--- config.mk ---
export PLATFORM = sky130hd
export DESIGN_NAME = req_fifo_mc
export DESIGN_NICKNAME = d
export VERILOG_FILES = /design/src/rtl/req_fifo_mc.sv
export SDC_FILE = /design/constraint.sdc
export NUM_CORES = 1
export LEC_CHECK = 0
export ABC_AREA = 1
export CAP_MARGIN = 20
export CORE_MARGIN = 1.5
export CORE_UTILIZATION = 60
export CTS_CLUSTER_DIAMETER = 40
export CTS_CLUSTER_SIZE = 30
export DETAILED_ROUTE_END_ITERATION = 16
export MAX_ROUTING_LAYER = met4
export PLACE_DENSITY = 0.83
export SYNTH_ARGS = -nofsm -noshare
export SYNTH_HDL_FRONTEND = slang
export SYNTH_SLANG_ARGS = --single-unit
export TNS_END_PERCENT = 1
--- constraint.sdc ---
create_clock -name clk -period 6 [get_ports clk]
set_input_delay 1.2 -clock clk [delete_from_list [all_inputs] [get_ports clk]]
set_output_delay 1.2 -clock clk [all_outputs]
set_load 0.05 [all_outputs]
--- src/rtl/req_fifo_mc.sv ---
// req_fifo_mc: per-channel requestor queues drained over a register-mapped bus port.
// Optional interrupt output and per-channel IRQ_MASK register: define REQ_FIFO_MC_IRQ_EN.
module req_fifo_mc #(
  parameter int DATA_W = 5,
  parameter int DEPTH  = 16,
  parameter int NCH    = 2,
  parameter int CH_W   = (NCH > 1) ? $clog2(NCH) : 1
) (
  input  logic                     clk,
  input  logic                     rst,
  input  logic [NCH-1:0]           push,
  input  logic [NCH*DATA_W-1:0]    push_data,
  output logic [NCH-1:0]           overflow,
`ifdef REQ_FIFO_MC_IRQ_EN
  output logic                     irq,
`endif
  input  logic                     bus_ren,
  input  logic                     bus_wen,
  input  logic [CH_W+2:0]          bus_addr,
  input  logic [31:0]              bus_wdata,
  output logic [31:0]              bus_rdata,
  output logic                     bus_error
);

  localparam int PTR_W = $clog2(DEPTH);
  localparam int CNT_W = PTR_W + 1;
  localparam int AW    = CH_W + 3;
  localparam logic [CNT_W-1:0] DEPTH_C = CNT_W'(DEPTH);
  localparam logic [CH_W:0]    NCH_C   = (CH_W + 1)'(NCH);

  localparam logic [2:0] REG_COUNT    = 3'd0;
  localparam logic [2:0] REG_STATUS   = 3'd1;
  localparam logic [2:0] REG_POP      = 3'd2;
  localparam logic [2:0] REG_PEEK     = 3'd3;
  localparam logic [2:0] REG_IRQ_MASK = 3'd4;

  logic [CH_W-1:0] acc_ch;
  logic [2:0]      acc_reg;
  logic            reg_rsv;
  logic            wr_ro;
  logic            acc_err;
  logic            rd_ok;
  logic            wr_ok;

  logic [31:0] rd_val [NCH];
  logic [31:0] rd_mux;
  logic [31:0] bus_rdata_d, bus_rdata_q;
  logic        bus_error_d, bus_error_q;
  logic [NCH-1:0] irq_src;
  logic        unused_wdata;

  assign unused_wdata = ^bus_wdata[31:2];

  always_comb begin
    acc_ch  = bus_addr[AW-1:3];
    acc_reg = bus_addr[2:0];
`ifdef REQ_FIFO_MC_IRQ_EN
    reg_rsv = (acc_reg > REG_IRQ_MASK);
`else
    reg_rsv = (acc_reg >= REG_IRQ_MASK);
`endif
    wr_ro   = bus_wen & ((acc_reg == REG_COUNT) | (acc_reg == REG_POP) | (acc_reg == REG_PEEK));
    // Any rejected access is side-effect free: rd_ok/wr_ok gate every state change.
    acc_err = (bus_ren & bus_wen)
            | ((bus_ren | bus_wen) & (({1'b0, acc_ch} >= NCH_C) | reg_rsv | wr_ro));
    rd_ok   = bus_ren & ~acc_err;
    wr_ok   = bus_wen & ~acc_err;
  end

  genvar gi;
  generate
    for (gi = 0; gi < NCH; gi++) begin : g_ch
      logic [DATA_W-1:0] mem [DEPTH];
      logic [DATA_W-1:0] head;
      logic [PTR_W-1:0]  wptr_q, wptr_d, rptr_q, rptr_d;
      logic [CNT_W-1:0]  count_q, count_d;
      logic              ovf_q, ovf_d, udr_q, udr_d;
      logic [2:0]        mask_q, mask_d;
      logic              sel, empty, full, pop_req, pop_ok, push_ok, stat_wr;

      always_comb begin
        sel     = (acc_ch == CH_W'(gi));
        empty   = (count_q == '0);
        full    = (count_q == DEPTH_C);
        pop_req = rd_ok & sel & (acc_reg == REG_POP);
        pop_ok  = pop_req & ~empty;
        // A same-cycle pop frees the slot being written, so a full queue still accepts.
        push_ok = push[gi] & (~full | pop_req);
        stat_wr = wr_ok & sel & (acc_reg == REG_STATUS);
        wptr_d  = wptr_q + PTR_W'(push_ok);
        rptr_d  = rptr_q + PTR_W'(pop_ok);
        count_d = count_q + CNT_W'(push_ok) - CNT_W'(pop_ok);
        ovf_d   = (ovf_q & ~(stat_wr & bus_wdata[0])) | (push[gi] & full & ~pop_req);
        udr_d   = (udr_q & ~(stat_wr & bus_wdata[1])) | (pop_req & empty);
`ifdef REQ_FIFO_MC_IRQ_EN
        mask_d  = (wr_ok & sel & (acc_reg == REG_IRQ_MASK)) ? bus_wdata[2:0] : mask_q;
`else
        mask_d  = 3'b000;
`endif
      end

      always_ff @(posedge clk) begin
        if (rst) begin
          wptr_q  <= '0;
          rptr_q  <= '0;
          count_q <= '0;
          ovf_q   <= 1'b0;
          udr_q   <= 1'b0;
          mask_q  <= 3'b000;
        end else begin
          wptr_q  <= wptr_d;
          rptr_q  <= rptr_d;
          count_q <= count_d;
          ovf_q   <= ovf_d;
          udr_q   <= udr_d;
          mask_q  <= mask_d;
        end
      end

      always_ff @(posedge clk) begin
        if (push_ok && !rst) begin
          mem[wptr_q] <= push_data[gi*DATA_W +: DATA_W];
        end
      end

      assign head = empty ? '0 : mem[rptr_q];

      always_comb begin
        rd_val[gi] = '0;
        case (acc_reg)
          REG_COUNT:    rd_val[gi] = 32'(count_q);
          REG_STATUS:   rd_val[gi] = {28'd0, full, empty, udr_q, ovf_q};
          REG_POP,
          REG_PEEK:     rd_val[gi] = 32'(head);
          REG_IRQ_MASK: rd_val[gi] = 32'(mask_q);
          default:      rd_val[gi] = '0;
        endcase
      end

      assign overflow[gi] = ovf_q;
      assign irq_src[gi]  = |(mask_q & {udr_q, ovf_q, ~empty});
    end
  endgenerate

  always_comb begin
    rd_mux = '0;
    for (int c = 0; c < NCH; c++) begin
      if (acc_ch == CH_W'(c)) rd_mux = rd_val[c];
    end
    bus_rdata_d = rd_ok ? rd_mux : '0;
    bus_error_d = acc_err;
  end

  always_ff @(posedge clk) begin
    if (rst) begin
      bus_rdata_q <= '0;
      bus_error_q <= 1'b0;
    end else begin
      bus_rdata_q <= bus_rdata_d;
      bus_error_q <= bus_error_d;
    end
  end

  assign bus_rdata = bus_rdata_q;
  assign bus_error = bus_error_q;

`ifdef REQ_FIFO_MC_IRQ_EN
  logic irq_d, irq_q;
  assign irq_d = |irq_src;
  always_ff @(posedge clk) begin
    if (rst) irq_q <= 1'b0;
    else     irq_q <= irq_d;
  end
  assign irq = irq_q;
`else
  logic unused_irq;
  assign unused_irq = |irq_src;
`endif

endmodule

# After elaboration in Yosys (flattened, before gate mapping)
# Memory sizes are Yosys's and may differ from the RTL's. A register that Yosys moved wholly into a read port is not among the register bits.
# Index checks and enable logic that the tools add are counted.
# Widths: inputs -> output; s select.
[op_classes]
n_addsub = 8
order_cmp = 1
eq_ne = 5
muxes = 11
n_bitwise = 55
n_reduce_logical = 8
[op_table]
columns = ["operator", "n"]
rows = [
  ["$mux 32", 1],
  ["$and 1x1->1", 31],
  ["$pmux 5 s3", 2],
  ["$add 4x1->4", 4],
  ["$not 1->1", 13],
  ["$or 1x1->1", 11],
  ["$add 5x1->5", 2],
  ["$eq 5x5->1 const B", 2],
  ["$logic_not 5->1", 2],
  ["$mux 5", 2],
  ["$sub 5x1->5", 2],
  ["$mux 4", 2],
  ["$eq 3x2->1 const B", 2],
  ["$mux 1", 4],
  ["$reduce_or 2->1", 2],
  ["$eq 3x1->1 const B", 1],
  ["$ge 3x3->1 const B", 1],
  ["$logic_not 3->1", 1],
  ["$logic_and 1x1->1", 2],
  ["$logic_not 1->1", 1],
]
[word_totals]
ff_bits = 63
mem_bits_rw = 160
in_bits = 52
word_cells = 102
mem_count = 2
[memory_table]
columns = ["name", "words", "width", "read_ports", "rd_clocked_by_memory_dff", "write_ports", "line_no", "source"]
rows = [
  ["g_ch[0].mem", 16, 5, 1, 1, 1, "73", "logic [DATA_W-1:0] mem [DEPTH];"],
  ["g_ch[1].mem", 16, 5, 1, 1, 1, "73", ""],
]

# Depth between registers and ports, before layout
[depth]
word_depth = 16
ltp_mapped = 15

# Least setup slack after synthesis
# OpenSTA, ideal clock, no wires.
[synth_timing]
path_kind = "input to register"
from = "in bus_addr[3]"
to = "reg g_ch[1].count_q[4]"
arrival_ps = 3210
setup_slack_ps = 2720
cell_stages = 14
cell_sequence = "buf_4 -> inv_2 -> nor3_2 -> nor3_2 -> nor2_1 -> inv_1 -> ha_1 -> inv_1 -> ha_1 -> inv_1 -> fa_1 -> o31ai_1 -> o21ai_0 -> a21oi_1"
[synth_between]
elab_chain_len = 6
elab_cells_between_ends = 7
[synth_rtl]
columns = ["item", "line_no", "source"]
rows = [
  ["start: declaration", "19", "input logic [CH_W+2:0] bus_addr,"],
  ["$and 1x1->1 (*) (2 in a row)", "85", "pop_req = rd_ok & sel & (acc_reg == REG_POP);"],
  ["$or 1x1->1", "88", "push_ok = push[gi] & (~full | pop_req);"],
  ["$and 1x1->1", "88", ""],
  ["$add 5x1->5", "92", "count_d = count_q + CNT_W'(push_ok) - CNT_W'(pop_ok);"],
  ["$sub 5x1->5 (*)", "92", ""],
  ["end signal: assignment", "113", "count_q <= count_d;"],
  ["end: declaration", "76", "logic [CNT_W-1:0] count_q, count_d;"],
]
# Mark *: on every way between the ends. The rest lies on a longest branch, timed or not.
# A chain may end at the register's enable or synchronous reset.

# Final worst setup path
# Same ends and word-level chain as after synthesis.

==> results.sh <==
export IMPL_cts_hold_buf=0
export IMPL_wirelength_um=18180
export IMPL_clk_pin_slew_ps=70
export IMPL_drc=0
export IMPL_start_util=0.6164
export IMPL_area_delta_synth_final_pct=9.935
export IMPL_p_comb_frac=0.126
export IMPL_worst_pin_slew_ps=1017
export IMPL_r2r_cells=13
export IMPL_synth_top_area_share=0.5343
export IMPL_swShare=0.2509
export IMPL_synth_area_leaders="edfxtp_1, nand2_1, dfxtp_1, nand3_1, nor2_1"
export IMPL_die_x_um=125.4
export IMPL_r2r_start="g_ch[1].count_q[2]"
export IMPL_critPathMaxFanout=9
export IMPL_viasPerCell=5.546
export IMPL_seq_area_frac_synth=0.6144
export IMPL_hold_viol_final=0
export IMPL_place_gp_congestion=0.9841
export IMPL_cts_buffer_depth=2
export IMPL_drt_iter0_markers=818
export IMPL_layout_common_cells="nand2_1, edfxtp_1, nor2_1, inv_1, nand3_1"
export IMPL_fp_row_count=44
export IMPL_holdCritStartpoint="g_ch[1].udr_q"
export IMPL_cts_inserted_buffers=17
export IMPL_busiest_layer="met2"
export IMPL_grt_max_degree=50
export IMPL_rsz0062_at_grt="no"
export IMPL_min_path_type="flop to flop"
export IMPL_setup_tns_ps=0
export IMPL_peakVddDrop_uv=220.7
export IMPL_reg2reg_to="g_ch[1].count_q[4]"
export IMPL_met1_usage=0.3175
export IMPL_fp_coreArea_um2=14590
export IMPL_clkPwrFrac=0.385
export IMPL_slew_headroom=0.3215
export IMPL_fin_worst_skew_ps=9.563
export IMPL_wl_per_cell_um=16.08
export IMPL_total_power_mw=3.178
export IMPL_antenna_found_initial=0
export IMPL_die_h_um=125.4
export IMPL_crit_top_cell="inv_1"
export IMPL_use_met2=0.3935
export IMPL_endpoint_kind="flop"
export IMPL_status="complete, no violations"
export IMPL_drv_cap=0
export IMPL_post_route_min_period_ps=3787
export IMPL_power_switching_mw=0.7974
export IMPL_nets=1009
export IMPL_drt_pass1_iter_count=7
export IMPL_start_kind="input pin"
export IMPL_ctsRootBufferMaster="clkbuf_16"
export IMPL_path_class="input pin to flop"
export IMPL_clock_fmax_ghz=0.2640
export IMPL_cts_sinks=196
export IMPL_worstPathArrival_ps=4160
export IMPL_use_met3=0.05006
export IMPL_synth_area_um2=8992
export IMPL_multi_input_area_um2=2778
export IMPL_cts_max_level=4
export IMPL_synth_seq_cells=196
export IMPL_yosysUniqueCellTypes=34
export IMPL_p_seq_frac=0.489
export IMPL_clk_insertion_delay_late_ps=440
export IMPL_grt_pass1_vias=5864
export IMPL_drive_above_1_share=0.06441
export IMPL_cts_tree="yes"
export IMPL_diodes=0
export IMPL_hold_path_depth=2
export IMPL_final_fill_count=1040
export IMPL_slew_violations=0
export IMPL_dieArea_um2=15730
export IMPL_dp_final_hpwl_um=11550
export IMPL_grt_overflow=0
export IMPL_final_util=0.6776
export IMPL_p_per_area_nw_per_um2=321.5
export IMPL_min_period_over_period=0.6312
export IMPL_ys_warn_count=0
export IMPL_io_buffers=29
export IMPL_crit_slowest_cell="clkdlybuf4s50_1"
export IMPL_synth_top_area_cell="edfxtp_1"
export IMPL_grt_total_usage=0.2476
export IMPL_grt_pass1_wl_um=29420
export IMPL_setup_viol=0
export IMPL_post_cts_setup_buffers=0
export IMPL_ff_latch_area_um2=5525
export IMPL_avgSynthCellArea_um2=9.817
export IMPL_hold_end="g_ch[1].udr_q"
export IMPL_leakagePower_nw=3.949
export IMPL_final_common_cell="nand2_1"
export IMPL_pin_count=87
export IMPL_cts_resized=0
export IMPL_drtAntennaViolNets=0
export IMPL_slowest_delay_ps=710
export IMPL_crit_chain="clkdlybuf4s50_1 -> inv_2 -> nor3_2 -> nor3_2 -> nor2_1 -> inv_1 -> ha_1 -> inv_1 -> ha_1 -> inv_1 -> fa_1 -> o31ai_1 -> o21ai_0 -> a21oi_1"
export IMPL_required_ps=6370
export IMPL_internal_power_mw=2.381
export IMPL_reg2reg_slack_ps=3150
export IMPL_vias=6272
export IMPL_synth_cells=916
## layout make-up
class	count	area share
inverter	108	0.04126
timing repair buffer	32	0.03164
multi-input combinational	580	0.2810
sequential	196	0.5589
tap	184	0.02329
clock buffer	17	0.04303
clock inverter	14	0.02088
## cell families after synthesis
family | after synthesis | share of synthesized area
AND/OR/NAND/NOR | 450 | 0.2139
other | 1 | 0.0004170
XOR/XNOR | 6 | 0.005844
flip-flops | 196 | 0.6144
buffers and inverters | 166 | 0.08752
AO/OA/AOI/OAI | 75 | 0.04564
adder cells (fa/ha/maj) | 22 | 0.03228
## Yosys cell counts
library cell / count
a21oi_1: 26
buf_1: 1
buf_2: 12
buf_4: 35
buf_6: 2
clkbuf_1: 8
clkinv_1: 2
conb_1: 1
dfxtp_1: 36
edfxtp_1: 160
fa_1: 2
ha_1: 20
inv_1: 99
inv_2: 6
inv_4: 1
nand2_1: 236
nand2_2: 7
nand3_1: 83
nand3_4: 1
nand3b_1: 3
nand4_1: 4
nor2_1: 100
nor2_2: 3
nor2_4: 2
nor3_2: 2
nor3_4: 2
nor4_1: 2
o211ai_1: 12
o21ai_0: 34
o21ai_1: 1
o31ai_1: 2
or2_2: 5
xnor2_1: 4
xor2_1: 2
## per-stage QoR
| stage | setup WS [ps] | hold slack (ps) | cells | area (µm²) |
|---|---|---|---|---|
| after global placement | 1842 | 457.8 | 1100 | 9254 |
| final | 2213 | 492.9 | 1131 | 9886 |
| after detailed placement | 1772 | 482.1 | 1100 | 9254 |
| after global routing | 1985 | 523.3 | 1131 | 9886 |
| after CTS | 2226 | 491.5 | 1131 | 9886 |
| after floorplan | 2720 | 449.6 | 942 | 9090 |
## worst max-delay path: cells and delay by family
kind                       cells  cell delay, ps
buffers and inverters          5            1040
adders and majority gates      3             840
AOI/OAI and AO/OA              3             570
and+or+nand+nor                3             510
## metal layers
layer	routed length [µm]	share of wire
met1	7167	0.39
met2	9038	0.50
met3	1580	0.087
met4	397	0.022
met5	0	0
## power groups by stage
stage | registers [mW] | logic, mW | clock network, mW
6_report | 1.55 | 0.400 | 1.22
5_1_grt | 1.56 | 0.453 | 1.28
4_1_cts | 1.55 | 0.399 | 1.23
3_5_place_dp | 1.58 | 0.396 | 0
3_3_place_gp | 1.58 | 0.382 | 0
2_1_floorplan | 1.58 | 0.309 | 0
## state kept, by name, summed over array words and instances, names as in the netlist
signal        cells
g_ch.mem        160
g_ch.count_q     10
g_ch.rptr_q       8
g_ch.wptr_q       8
bus_rdata         5
g_ch.ovf_q        2
g_ch.udr_q        2
bus_error         1
## worst max-delay path by stage
stage / startpoint / depth (start not counted) / to / slack (ps)
final: bus_addr[3] / 14 / g_ch[1].count_q[4] / 2210
after global routing: bus_addr[3] / 14 / g_ch[1].count_q[4] / 1990
after CTS: bus_addr[3] / 14 / g_ch[1].count_q[4] / 2230
after detailed placement: bus_addr[3] / 14 / g_ch[1].count_q[4] / 1770
after global placement: bus_addr[3] / 11 / g_ch[1].count_q[4] / 1840
after floorplan: bus_addr[3] / 14 / g_ch[1].count_q[4] / 2720
Note: power is estimated with default switching activity, not from simulation.
